==> src/rtl/spike_window_classifier_if.sv <==
// ============================================================================
// Module      : spike_window_classifier_if
// Description : Timestep, window-control and result handshake bundle for the
//               spike window classifier.
// Revision    : 1.0 - initial release
// ============================================================================
`default_nettype none

interface spike_window_classifier_if #(
    parameter int N     = 2,
    parameter int CNT_W = 8,
    parameter int WIN_W = 8
);
    localparam int IDX_W = (N > 1) ? $clog2(N) : 1;

    logic                 enable;
    logic [N-1:0]         output_spikes;
    logic [WIN_W-1:0]     window_len;
    logic                 start;
    logic                 busy;
    logic                 result_valid;
    logic                 result_ready;
    logic [IDX_W-1:0]     winner;
    logic [CNT_W-1:0]     winner_count;
    logic                 tie;
    logic                 saturated;
    logic [N*CNT_W-1:0]   counts_out;

    modport master (
        output enable, output_spikes, window_len, start, result_ready,
        input  busy, result_valid, winner, winner_count, tie, saturated, counts_out
    );

    modport slave (
        input  enable, output_spikes, window_len, start, result_ready,
        output busy, result_valid, winner, winner_count, tie, saturated, counts_out
    );
endinterface

`default_nettype wire

==> src/rtl/spike_window_classifier.sv <==
// ============================================================================
// Module      : spike_window_classifier
// Description : Counts per-neuron spikes over a window of enabled timesteps,
//               then reports the argmax neuron on a valid/ready handshake.
// Revision    : 1.0 - initial release
// ============================================================================
`default_nettype none

module spike_window_classifier #(
    parameter int N     = 2,
    parameter int CNT_W = 8,
    parameter int WIN_W = 8
) (
    input  wire logic                 clk,
    input  wire logic                 reset,
    spike_window_classifier_if.slave  bus
);
    localparam int IDX_W = (N > 1) ? $clog2(N) : 1;
    localparam logic [CNT_W-1:0] C_CNT_MAX = '1;

    localparam logic [1:0] S_IDLE   = 2'd0;
    localparam logic [1:0] S_COUNT  = 2'd1;
    localparam logic [1:0] S_REPORT = 2'd2;

    logic [1:0]           r_state;
    logic [1:0]           w_state_next;
    logic [CNT_W-1:0]     r_cnt [N];
    logic [CNT_W-1:0]     w_cnt_next [N];
    logic [WIN_W-1:0]     r_step;
    logic [WIN_W-1:0]     w_step_limit;
    logic                 r_sat;
    logic                 w_sat_hit;
    logic [N*CNT_W-1:0]   r_counts_out;
    logic [N*CNT_W-1:0]   w_counts_packed;
    logic [IDX_W-1:0]     r_winner;
    logic [IDX_W-1:0]     w_best_idx;
    logic [CNT_W-1:0]     r_winner_count;
    logic [CNT_W-1:0]     w_best_cnt;
    logic                 r_tie;
    logic                 w_tie;
    logic                 w_last;
    logic                 w_clear;
    logic                 w_count_en;
    logic                 w_busy;
    logic                 w_valid;

    // A window length of zero behaves as a single-step window.
    assign w_step_limit = (bus.window_len == '0) ? '0 : bus.window_len - 1'b1;
    assign w_last       = w_count_en && (r_step == w_step_limit);

    always_ff @(posedge clk) begin
        if (reset) begin
            r_state <= S_IDLE;
        end else begin
            r_state <= w_state_next;
        end
    end

    always_comb begin
        w_state_next = r_state;
        case (r_state)
            S_IDLE:   if (bus.start) w_state_next = S_COUNT;
            S_COUNT:  if (w_last) w_state_next = S_REPORT;
            S_REPORT: if (bus.result_ready) w_state_next = bus.start ? S_COUNT : S_IDLE;
            default:  w_state_next = S_IDLE;
        endcase
    end

    always_comb begin
        w_busy     = 1'b0;
        w_valid    = 1'b0;
        w_clear    = 1'b0;
        w_count_en = 1'b0;
        case (r_state)
            S_IDLE:   w_clear = bus.start;
            S_COUNT: begin
                w_busy     = 1'b1;
                w_count_en = bus.enable;
            end
            S_REPORT: begin
                w_valid = 1'b1;
                w_clear = bus.result_ready && bus.start;
            end
            default: ;
        endcase
    end

    // Counts including the current sample, so the last step lands in the result.
    always_comb begin
        w_sat_hit       = 1'b0;
        w_counts_packed = '0;
        for (int i = 0; i < N; i++) begin
            w_cnt_next[i] = (bus.output_spikes[i] && (r_cnt[i] != C_CNT_MAX)) ?
                            r_cnt[i] + 1'b1 : r_cnt[i];
            w_sat_hit     = w_sat_hit | (w_cnt_next[i] == C_CNT_MAX);
            w_counts_packed[i*CNT_W +: CNT_W] = w_cnt_next[i];
        end
    end

    // Strict compare keeps the lowest index on ties.
    always_comb begin
        w_best_idx = '0;
        w_best_cnt = w_cnt_next[0];
        w_tie      = 1'b0;
        for (int i = 1; i < N; i++) begin
            if (w_cnt_next[i] > w_best_cnt) begin
                w_best_idx = IDX_W'(i);
                w_best_cnt = w_cnt_next[i];
            end
        end
        for (int i = 0; i < N; i++) begin
            if ((w_cnt_next[i] == w_best_cnt) && (IDX_W'(i) != w_best_idx)) begin
                w_tie = 1'b1;
            end
        end
    end

    always_ff @(posedge clk) begin
        if (reset) begin
            for (int i = 0; i < N; i++) r_cnt[i] <= '0;
            r_step         <= '0;
            r_sat          <= 1'b0;
            r_counts_out   <= '0;
            r_winner       <= '0;
            r_winner_count <= '0;
            r_tie          <= 1'b0;
        end else begin
            if (w_clear) begin
                for (int i = 0; i < N; i++) r_cnt[i] <= '0;
                r_step <= '0;
                r_sat  <= 1'b0;
            end else if (w_count_en) begin
                for (int i = 0; i < N; i++) r_cnt[i] <= w_cnt_next[i];
                r_step <= r_step + 1'b1;
                r_sat  <= r_sat | w_sat_hit;
            end
            if (w_last) begin
                r_counts_out   <= w_counts_packed;
                r_winner       <= w_best_idx;
                r_winner_count <= w_best_cnt;
                r_tie          <= w_tie;
            end
        end
    end

    assign bus.busy         = w_busy;
    assign bus.result_valid = w_valid;
    assign bus.winner       = r_winner;
    assign bus.winner_count = r_winner_count;
    assign bus.tie          = r_tie;
    assign bus.saturated    = r_sat;
    assign bus.counts_out   = r_counts_out;

endmodule

`default_nettype wire

==> src/flat_wrapper.sv <==
// flat-port wrapper written by rule: the top's interface ports become plain ports
module spike_window_classifier_flat 
#(
    parameter int N     = 2,
    parameter int CNT_W = 8,
    parameter int WIN_W = 8
)
  (clk, reset, bus_enable, bus_output_spikes, bus_window_len, bus_start, bus_result_ready, bus_busy, bus_result_valid, bus_winner, bus_winner_count, bus_tie, bus_saturated, bus_counts_out);
  spike_window_classifier_if #(.N(N), .CNT_W(CNT_W), .WIN_W(WIN_W)) bus_i ();
  input  wire logic clk;
  input  wire logic reset;
  input wire logic [$bits(bus_i.enable)-1:0] bus_enable;
  input wire logic [$bits(bus_i.output_spikes)-1:0] bus_output_spikes;
  input wire logic [$bits(bus_i.window_len)-1:0] bus_window_len;
  input wire logic [$bits(bus_i.start)-1:0] bus_start;
  input wire logic [$bits(bus_i.result_ready)-1:0] bus_result_ready;
  output wire logic [$bits(bus_i.busy)-1:0] bus_busy;
  output wire logic [$bits(bus_i.result_valid)-1:0] bus_result_valid;
  output wire logic [$bits(bus_i.winner)-1:0] bus_winner;
  output wire logic [$bits(bus_i.winner_count)-1:0] bus_winner_count;
  output wire logic [$bits(bus_i.tie)-1:0] bus_tie;
  output wire logic [$bits(bus_i.saturated)-1:0] bus_saturated;
  output wire logic [$bits(bus_i.counts_out)-1:0] bus_counts_out;
  assign bus_i.enable = bus_enable;
  assign bus_i.output_spikes = bus_output_spikes;
  assign bus_i.window_len = bus_window_len;
  assign bus_i.start = bus_start;
  assign bus_i.result_ready = bus_result_ready;
  assign bus_busy = bus_i.busy;
  assign bus_result_valid = bus_i.result_valid;
  assign bus_winner = bus_i.winner;
  assign bus_winner_count = bus_i.winner_count;
  assign bus_tie = bus_i.tie;
  assign bus_saturated = bus_i.saturated;
  assign bus_counts_out = bus_i.counts_out;
  spike_window_classifier #(.N(N), .CNT_W(CNT_W), .WIN_W(WIN_W)) u_core (.clk(clk), .reset(reset), .bus(bus_i));
endmodule
==> config.mk <==
export PLATFORM = sky130hd
export DESIGN_NAME = spike_window_classifier_flat
export DESIGN_NICKNAME = d
export VERILOG_FILES = /design/src/rtl/spike_window_classifier_if.sv /design/src/rtl/spike_window_classifier.sv /design/src/flat_wrapper.sv
export SDC_FILE = /design/constraint.sdc
export NUM_CORES = 1
export LEC_CHECK = 0
export ABC_AREA = 1
export CAP_MARGIN = 40
export CORE_MARGIN = 2
export CORE_UTILIZATION = 35
export DETAILED_ROUTE_END_ITERATION = 7
export PLACE_DENSITY_LB_ADDON = 0.08
export RECOVER_POWER = 100
export SKIP_LAST_GASP = 1
export SYNTH_ARGS = -nofsm -noshare
export SYNTH_HDL_FRONTEND = slang
export SYNTH_SLANG_ARGS = --single-unit
==> constraint.sdc <==
create_clock -name clk -period 4.8 [get_ports clk]
set_input_delay 1.44 -clock clk [delete_from_list [all_inputs] [get_ports clk]]
set_output_delay 1.44 -clock clk [all_outputs]
set_load 0.05 [all_outputs]
==> impl_results.md <==
- PostCTS Resize Cnt: 0
- Post-synthesis compound-gate area fraction: 10.5%
- Avg WL per Cell: 13.2 µm
- Dominant delay contributor by cell family on the critical path: buffers and inverters
- Required time of the worst setup path: 5050 ps
- Clock sink count: 53
- Power density cells: 247 nW/µm²
- Placed cell count: 671
- Status: completed
- Hold_sp: u_core.bus.counts_out[6]
- IO Port Bufs: 43
- Top cells by area, synth: dfxtp_1 (22%), edfxtp_1 (14%), nand2_1 (12%)
- DRT iter0 DRCs: 146
- Slew HR: 28.3%
- CTS buffer count: 5
- Maximum clock path buffer count: 2
- Hold Slack: 449 ps
- Setup crit end kind: flop
- Post-CTS setup repair buffer count: 0
- Vias per cell: 4.66
- Die ar.: 10600 µm²
- Antenna violations before repair: 0
- Register area: 1220 µm²
- GRT Total Usage: 18.0%
- Cell Count, Final, Fillers Out: 679
- H-tree Lvls: 2
- Die X: 103 µm
- Worst hold stages: 2
- Number of buffers and inverters on the critical path: 4
- Hold WC Path Type: flop to flop
- Top cell type's share of synthesized area: 21.7%
- First-pass GRT wire length: 14900 µm
- Synth Area in Simple Gates: 34.2%
- Share of cells above drive strength 1: 9.16%
- Die height: 103 µm
- DP Worst Slack: 495 ps
- Area leader, netlist: dfxtp_1
- Nets: 570
- Register clock-pin slew on the reported worst setup and hold paths: 110 ps
- Area growth, synth to finish: 21.0%
- Drt pass-1 iters: 4
- Row cnt: 36
- Max layer used: met4
- Met3 WL post-DR: 341 µm
- Number of synthesized register bits: 53
- CP Cell Sequence: clkdlybuf4s50_1 -> inv_1 -> ha_1 -> nand3_1 -> nor2_4 -> inv_1 -> nand3_1 -> nand2_1 -> nand2_1 -> nor2_1 -> nand3_2 -> clkbuf_1 -> o21ai_0 -> a21oi_1
- Synth Instances: 494
- Final period util: 86.4%
- Ys flop type: dfxtp_1
- Gr ovfl total: 0
- Core area: 9640 µm²
- Max cap viols: 0
- N_diodes: 0
- Post-synthesis mux area share: 0%
- Count of final setup violators: 0
- Netlist Area Pre-Place: 3410 µm²
- Crit path from: bus_window_len[0]
- ANT nets after route: 0
- Most numerous cell in the Yosys netlist: nand2_1
- Xor-xnor portion of the synthesized cell area: 5.31%
- Post-Synth Adder-Cell Area: 3.66%
- Drt drc: 0
- Critical path type: primary input to flop
- Metal-1 WL: 4650 µm
- Startpoint types: primary input
- Final min period: 4150 ps
- Final setup TNS: 0 ps
- Post-synth cell types: 34
- Largest family of logic cells by synthesized area: simple AND/OR/NAND/NOR gates
- Async SR Flop Fraction: 0%
- Unrepaired setup endpoints after global routing: no
- Critical Path Fanout Max: 26
- Least-Margin Pin Slew: 1080 ps
- Worst R2R Path Depth: 17
- Routed via count: 3162
- Setup slack, reg-to-reg: 1520 ps
- Slowest stage delay, CP: 800 ps
- Post-DP HPWL: 6840 µm
- Syn nets: 519
- Number of synthesized flops with an enable pin: 16
- Multi-input gate area: 1820 µm²
- Root buf cell: clkbuf_8
- Filler cells: 1053
- Yosys warns: 0
- Slowest CP cell: clkbuf_1
- Routability Congestion: 0.874
- Worst-Skew Late Latency: 310 ps
- Hold buffers post-CTS: 0
- Vias in the first global route: 2981
- Slew Viols, Final: 0
- Worst Hold End: u_core.bus.counts_out[6]
- Pin count of the biggest net entering global routing: 27
- Final core occ: 42.8%
- WL final: 8980 µm
- Fmax: 241 MHz
- Post-synthesis sequential area ratio: 35.8%
- Worst VDD drop: 155 µV
- Count of final hold-check violations: 0
- Number of I/O pins: 44
- Pleak: 1.84 nW
- R2r startpoint: u_core.r_cnt[0][1]
- Final Worst Setup Slack: 652 ps
- Syn avg cell area: 6.91 µm²
- Metal2 WL: 3940 µm
- Synth cell count leaders: nand2_1 (108), inv_1 (75), nor2_1 (56), nand3_1 (42), dfxtp_1 (37)
- CTS tree: yes
- Starting density of the core: 35.4%
- RR Endpoint: u_core.bus.winner_count[1]
- Critical path arrival: 4400 ps
- Layout Skew: 13.9 ps
## power breakdown
part           leakage (nW)  switching (W)  internal (W)
Combinational          1.30       0.000144     0.0000746
Clock                0.0573       0.000174      0.000139
Sequential            0.475      0.0000128      0.000474
## stage by stage
stage          instance area [µm²]  power (W)
6_report                      4130    0.00102
5_1_grt                       4130    0.00107
4_1_cts                       4150    0.00103
3_5_place_dp                  4030   0.000717
3_3_place_gp                  4030   0.000718
2_1_floorplan                 3410   0.000649
## layout make-up
class                      instances  area share [%]
clock buffer                       6            2.27
clock inverter                     2           0.424
inverter                          86            7.85
multi-input combinational        348            44.2
sequential                        53            29.6
tap                              133            4.03
timing repair buffer              51            11.7
## worst register-to-register path: stages (launching register included)
cell and delay (ps):
edfxtp_1 450, ha_1 280, inv_1 90, nor2_2 50, nand2_2 110, nand2_4 90
nor2_1 240, nand3_1 190, xor2_1 270, ha_1 290, a21oi_1 140, nor2_1 50
a211oi_1 350, nand3_4 190, nand2_4 140, nand2_1 60, nand3_1 80, a21oi_1 70
## metal layers
layer,global-route usage (%),vias up
met1,26.4,1431
li1,-,1679
met3,2.71,2
met4,3.54,0
met2,28.4,50
met5,0,-
## cell usage in the layout (no fill, tap or decap), types with 2 or more instances in the layout
cell / Yosys / routed
clkbuf_8: 0 / 5
a21oi_2: 2 / 2
nand3_2: 5 / 4
edfxtp_1: 16 / 16
xor2_2: 2 / 2
nor2_2: 5 / 4
o21ai_1: 4 / 4
nand3_4: 2 / 2
nand4_1: 12 / 12
xor2_1: 11 / 11
nor3_1: 6 / 6
dfxtp_1: 37 / 37
buf_4: 0 / 6
clkbuf_1: 3 / 2
nand2_1: 108 / 108
ha_1: 10 / 10
nand3_1: 42 / 43
o21ai_0: 25 / 25
a21oi_1: 33 / 33
inv_6: 0 / 2
nor2_4: 2 / 2
clkdlybuf4s50_1: 0 / 12
inv_1: 75 / 76
or2_2: 2 / 2
o211ai_1: 2 / 2
dlygate4sd3_1: 0 / 31
nand2_2: 6 / 6
inv_2: 9 / 8
nand2_4: 3 / 3
nor2_1: 56 / 57
xnor2_1: 6 / 6
## how the worst max path moves through the flow
stage,depth (start not counted),slack [ps],endpoint
CTS,14,820,u_core.bus.winner_count[1]
floorplan,17,1410,u_core.bus.winner_count[4]
global route,14,360,u_core.bus.counts_out[7]
detailed placement,14,490,u_core.bus.winner_count[1]
global placement,14,460,u_core.bus.winner_count[1]
finish,14,650,u_core.bus.counts_out[7]
## registers in the layout, summed over array words and instances, names as in the netlist
signal	cells
u_core.bus.counts_out	16
u_core.bus.saturated	1
u_core.bus.winner	1
u_core.r_cnt	16
u_core.r_state	2
u_core.bus.winner_count	8
u_core.bus.tie	1
u_core.r_step	8
## cells by family after synthesis
kind of cell,after synthesis
flops,53
fa+ha+maj,10
buf+inv,93
compound gates,68
simple gates,251
xor+xnor,19
Power figures use the tool's default switching activity.
==> RTL change 1 (same flow settings) <==
`N` is set to 2 in 3 places; all go to 4.
--- a/src/rtl/spike_window_classifier_if.sv
+++ b/src/rtl/spike_window_classifier_if.sv
@@ -8,5 +8,5 @@
 
 interface spike_window_classifier_if #(
-    parameter int N     = 2,
+    parameter int N     = 4,
     parameter int CNT_W = 8,
     parameter int WIN_W = 8
--- a/src/rtl/spike_window_classifier.sv
+++ b/src/rtl/spike_window_classifier.sv
@@ -8,5 +8,5 @@
 
 module spike_window_classifier #(
-    parameter int N     = 2,
+    parameter int N     = 4,
     parameter int CNT_W = 8,
     parameter int WIN_W = 8
--- a/src/flat_wrapper.sv
+++ b/src/flat_wrapper.sv
@@ -2,5 +2,5 @@
 module spike_window_classifier_flat 
 #(
-    parameter int N     = 2,
+    parameter int N     = 4,
     parameter int CNT_W = 8,
     parameter int WIN_W = 8
Interface: changed (resized bus_counts_out, bus_output_spikes and bus_winner); port bits go from 44 to 63. No check against the original RTL was run, so the function may have changed too.
==> RTL change 1 against the unedited design <==
The run now ends with negative setup slack left. Setup slack worse by 2200 ps. Sequential cell count up 33. Design area up 130%. Count of clock-buffer cells in the layout up 3. Largest power group is now combinational cells. Highest routed layer unchanged. Sequential power up 59%. Routed wire length up 150%. Maximum frequency down 34%. Synthesized area up 69%. Cell count up 93%. Total power rose to 3.4 times the old value. Synthesized cell count up 67%. Clock power up 130%. Non-clock buffer count up 222.
==> RTL change 1: results (changes against the unedited design) <==
Actual slew at the worst max-slew pin - 858 ps (was 1080 ps)
Sequential power share - 0.226 (was 0.478)
Pre-antenna DRT Iters - 5 (was 4)
Setup violators final - 11 (was 0)
Worst path slowest cell - ha_1 (was clkbuf_1)
Via count - 6618 (was 3162)
Max IR drop VDD - 0.000229 V (was 0.000155 V)
Cells after Synth - 826 (was 494)
HPWL Detailed - 16300 um (was 6840 um)
Setup TNS - -14170 ps (was 0 ps)
Synth area leaders - dfxtp_1, edfxtp_1, nand2_1, nand3_1, inv_1 (was dfxtp_1, edfxtp_1, nand2_1, inv_1, nand3_1)
First-pass GRT wire length - 34500 um (was 14900 um)
Final #Nets - 1136 (was 570)
GRT Overall Usage - 0.252 (was 0.180)
Pre-CTS setup slack - -2550 ps (was 495 ps)
Setup WS post-layout - -1520 ps (was 652 ps)
Post-synth EDFFs - 24 (was 16)
Clk slew on worst S/H paths - 70 ps (was 110 ps)
Post-synthesis cell type count - 35 (was 34)
Cell chosen for the clock root - clkbuf_16 (was clkbuf_8)
Share of layout cells above drive strength 1 - 0.364 (was 0.0916)
CTS Buf Count - 9 (was 5)
Skew-Pair Late Insertion Delay - 360 ps (was 310 ps)
Seq/Total Area, Yosys - 0.341 (was 0.358)
Outcome - finished, violations left (was finished, final reports clean)
P_leak - 4.36 nW (was 1.84 nW)
Violations in the final reports - negative setup slack
Synth Area in XOR/XNOR - 0.0623 (was 0.0531)
Post-synthesis adder-cell area fraction - 0.0586 (was 0.0366)
R2R Setup Slk - -1250 ps (was 1520 ps)
Synth Area in Compound Gates - 0.116 (was 0.105)
Clock Skews - 11.7 ps (was 13.9 ps)
Worst path top cell family by delay - simple AND/OR/NAND/NOR gates (was buffers and inverters)
Area after DPL - 7920 um2 (was 4030 um2)
P_comb - 1.92 mW (was 0.219 mW)
-- RTL change 1: cell types whose count changed after synthesis, moves of 5 or more --
cell	unedited run	this run
nand2_1	108	162
nand3_1	42	91
nor2_1	56	92
o21ai_0	25	54
a21oi_1	33	58
dfxtp_1	37	62
inv_1	75	99
xor2_1	11	31
ha_1	10	27
clkbuf_1	3	18
nand2_2	6	16
edfxtp_1	16	24
nor3_1	6	13
inv_2	9	4
-- RTL change 1: worst paths after layout --
kind	start	depth (start not counted)	end
min reg2reg	u_core.r_cnt[2][5]	2	u_core.r_cnt[2][5]
max	bus_output_spikes[0]	44	u_core.bus.tie
min	u_core.r_cnt[2][5]	2	u_core.r_cnt[2][5]
max reg2reg	u_core.r_cnt[0][0]	47	u_core.bus.tie
-- RTL change 1: worst register-to-register path, delay by kind of cell, from the launching register on --
family / cells / cell delay [ps]
DFF: 1 / 400
xor gates and xnor gates: 1 / 190
buffers and inverters: 9 / 1090
adders and majority gates: 4 / 1000
AOI/OAI and AO/OA: 5 / 660
and+or+nand+nor: 28 / 2630
-- RTL change 1: area by class of cell --
cell class                      instances  area [um2]
Timing Repair inverter                  1        16.3
Clock inverter                          7        80.1
Sequential cell                        86        1960
Fill cell                            1503        6380
Multi-Input combinational cell        618        4300
Timing Repair Buffer                  273        2360
Clock buffer                            9         225
Tap cell                              216         270
Inverter                              103         409
-- RTL change 1: metal layers --
metal  share of wire  track usage  routed length, um  vias up
met5               0            0                  0        -
met4           0.018       0.0818                398        0
met3           0.049       0.0365               1100       24
met2            0.48        0.419              10600      183
met1            0.46        0.338              10200     3146
li1                -            -                  -     3265
-- RTL change 1: what timing repair did --
action,4_1_cts,5_1_grt
endpoints found under the hold margin,0,0
setup endpoints to repair,11,11
resized for setup,146,83
setup buffers,36,20
cloned,7,0
pin swaps,73,67
==> RTL change 2 (config.mk and constraints unchanged) <==
Made on the original files. Make the reset (`reset`) asynchronous in 2 clocked blocks.
--- a/src/rtl/spike_window_classifier.sv
+++ b/src/rtl/spike_window_classifier.sv
@@ -49,5 +49,5 @@
     assign w_last       = w_count_en && (r_step == w_step_limit);
 
-    always_ff @(posedge clk) begin
+    always_ff @(posedge clk or posedge reset) begin
         if (reset) begin
             r_state <= S_IDLE;
@@ -116,5 +116,5 @@
     end
 
-    always_ff @(posedge clk) begin
+    always_ff @(posedge clk or posedge reset) begin
         if (reset) begin
             for (int i = 0; i < N; i++) r_cnt[i] <= '0;
Function: differs if reset is asserted again (counterexample within 4 cycles, from zero or initial values and one cycle with reset high); with reset held inactive, the same outputs for 10 cycles.
==> RTL change 2 against the unedited design <==
The run now ends with max-capacitance violations, max-slew violations left. Register-to-register slack better by 190 ps. Setup slack worse by 58 ps. Design area up 2.3%. Synthesized area up 2.3%. Maximum frequency down 1.4%. Sequential cell count unchanged. Core utilization up 0.58 points. Routed wire length up 3.9%.
Power is not compared: it rests on default switching activity, and its combinational part moved more than twofold at a synthesized area within 25%.
==> RTL change 2: results (changes against the unedited design) <==
Antenna cells - 0 (unchanged)
Grt met2 use - 0.312 (was 0.284)
Post-Route M1 WL - 4330 um (was 4650 um)
Vias/cell - 4.77 (was 4.66)
R2r endpoint - u_core.bus.winner_count[3] (was u_core.bus.winner_count[1])
Violations in the final reports - max-capacitance violations, max-slew violations
Pin count of the biggest net entering global routing - 34 (was 27)
Met3 usage in global routing - 0.0232 (was 0.0271)
Share of layout cells above drive strength 1 - 0.0840 (was 0.0916)
HPWL Detailed - 7150 um (was 6840 um)
Most frequent cells after synthesis - nand2_1, inv_1, dfrtp_1 (was nand2_1, inv_1, nor2_1)
Worst path slowest cell - clkbuf_1 (unchanged)
Skew-Pair Late Insertion Delay - 310 ps (about the same)
Cell depth of the worst hold path - 2 (unchanged)
Htree depth - 2 (unchanged)
R2R cell count - 17 (unchanged)
Top Layer Used - met4 (unchanged)
Max-cap violations - 1 (was 0)
DRC violations left - 0 (unchanged)
# hold bufs at CTS - 0 (unchanged)
Switching share of power - 0.503
CP startpoint - bus_enable (was bus_window_len[0])
Clk slew on worst S/H paths - 100 ps
WHS Endpoint - u_core.bus.winner_count[7] (was u_core.bus.counts_out[6])
R2R Setup Slk - 1710 ps (was 1520 ps)
Primary FF master, synth - dfrtp_1 (was dfxtp_1)
First-pass GRT wire length - 15600 um (was 14900 um)
Actual slew at the worst max-slew pin - 1940 ps (was 1080 ps)
1st-iter DRT viols - 161 (was 146)
CTS Buf Count - 5 (unchanged)
CTS resizes - 0 (unchanged)
Synth area leaders - dfrtp_1, nand2_1, inv_1, nand3_1, xor2_1 (was dfxtp_1, edfxtp_1, nand2_1, inv_1, nand3_1)
Post-Syn Nets - 505 (was 519)
Hold path startpoint - u_core.bus.winner_count[7] (was u_core.bus.counts_out[6])
Setup bufs post-CTS - 0 (unchanged)
GRT Overall Usage - 0.178 (was 0.180)
CP Capture Point - u_core.bus.winner_count[6] (was u_core.bus.counts_out[7])
CP max stage delay - 880 ps (was 800 ps)
WHS - 487 ps (was 449 ps)
Met1 Track Usage GR - 0.227 (was 0.264)
P_leak - 2.18 nW
Worst path top cell family by delay - buffers and inverters (unchanged)
Ys async rst share - 1.00 (was 0)
DR WL met2 - 4510 um (was 3940 um)
GP Congestion - 0.860 (was 0.874)
Post-synthesis cell type count - 35 (was 34)
Crit-path max FO - 25 (was 26)
Yosys warns - 0 (unchanged)
Reg-to-reg startpoint - u_core.r_cnt[8] (was u_core.r_cnt[0][1])
Outcome - finished, violations left (was finished, final reports clean)
Slew Viols, Final - 34 (was 0)
Seq/Total Area, Yosys - 0.380 (was 0.358)
Cell chosen for the clock root - clkbuf_8 (unchanged)
Met3 wire length - 302 um (was 341 um)
Clock Skews - 12.3 ps (was 13.9 ps)
Number of global-route vias before repair - 3051 (was 2981)
Max IR drop VDD - 0.000259 V
Routed wire per std cell - 13.9 um (was 13.2 um)
Final #Nets - 560 (was 570)
HP Class - flip-flop to flip-flop (unchanged)
## RTL change 2: cell count changes in the layout (fill, tap and decap cells not counted), moves of 8 or more
| cell | change |
|---|---|
| nor2_1 | -22 |
| dfrtp_1 | +53 |
| nor3_1 | +8 |
| a21oi_1 | -27 |
| nand2_1 | +23 |
| o22ai_1 | +13 |
| dfxtp_1 | -37 |
| edfxtp_1 | -16 |
## RTL change 2: logic make-up (layout without fill, tap and decap cells)
logic type               after synthesis  after routing  share of synthesized area
AND/OR/NAND/NOR                      261            261                      0.355
adder cells (fa/ha/maj)               10             10                     0.0358
buffers and inverters                 84            140                     0.0939
flip-flops                            53             53                      0.380
XOR/XNOR                              19             19                     0.0498
AO/OA/AOI/OAI                         53             53                     0.0860
## RTL change 2: area by class of cell
cell class	instances	area, um2
fill	1037	5500
clock buffer	6	72.6
sequential	53	1330
clock inverter	2	38.8
timing repair buffer	56	503
tap	133	166
multi-input combinational	343	1830
inverter	76	285
## RTL change 2: power groups by stage
stage                     logic (mW)  registers [mW]  clock network [mW]
after global placement          1.37           0.719                   0
after floorplan                0.785           0.906                   0
final                           1.34           0.706               0.312
after detailed placement        1.38           0.717                   0
after CTS                       1.39           0.710               0.323
after global routing            1.49           0.728               0.343
## RTL change 2: stage by stage
stage	power, mW	instance area, um2	worst slack, ps	utilization	instances
after global placement	2.09	4140	505	0.425	660
after detailed placement	2.10	4160	479	0.427	661
after floorplan	1.69	3490	1620	-	480
after global routing	2.56	4230	345	0.434	669
final	2.36	4230	594	0.434	669
after CTS	2.42	4270	795	0.439	669
## RTL change 2: tightest hold or removal path, stage by stage, from the launching register on
cell	delay [ps]
dfrtp_1	360
nand2_1	50
nand2_1	50
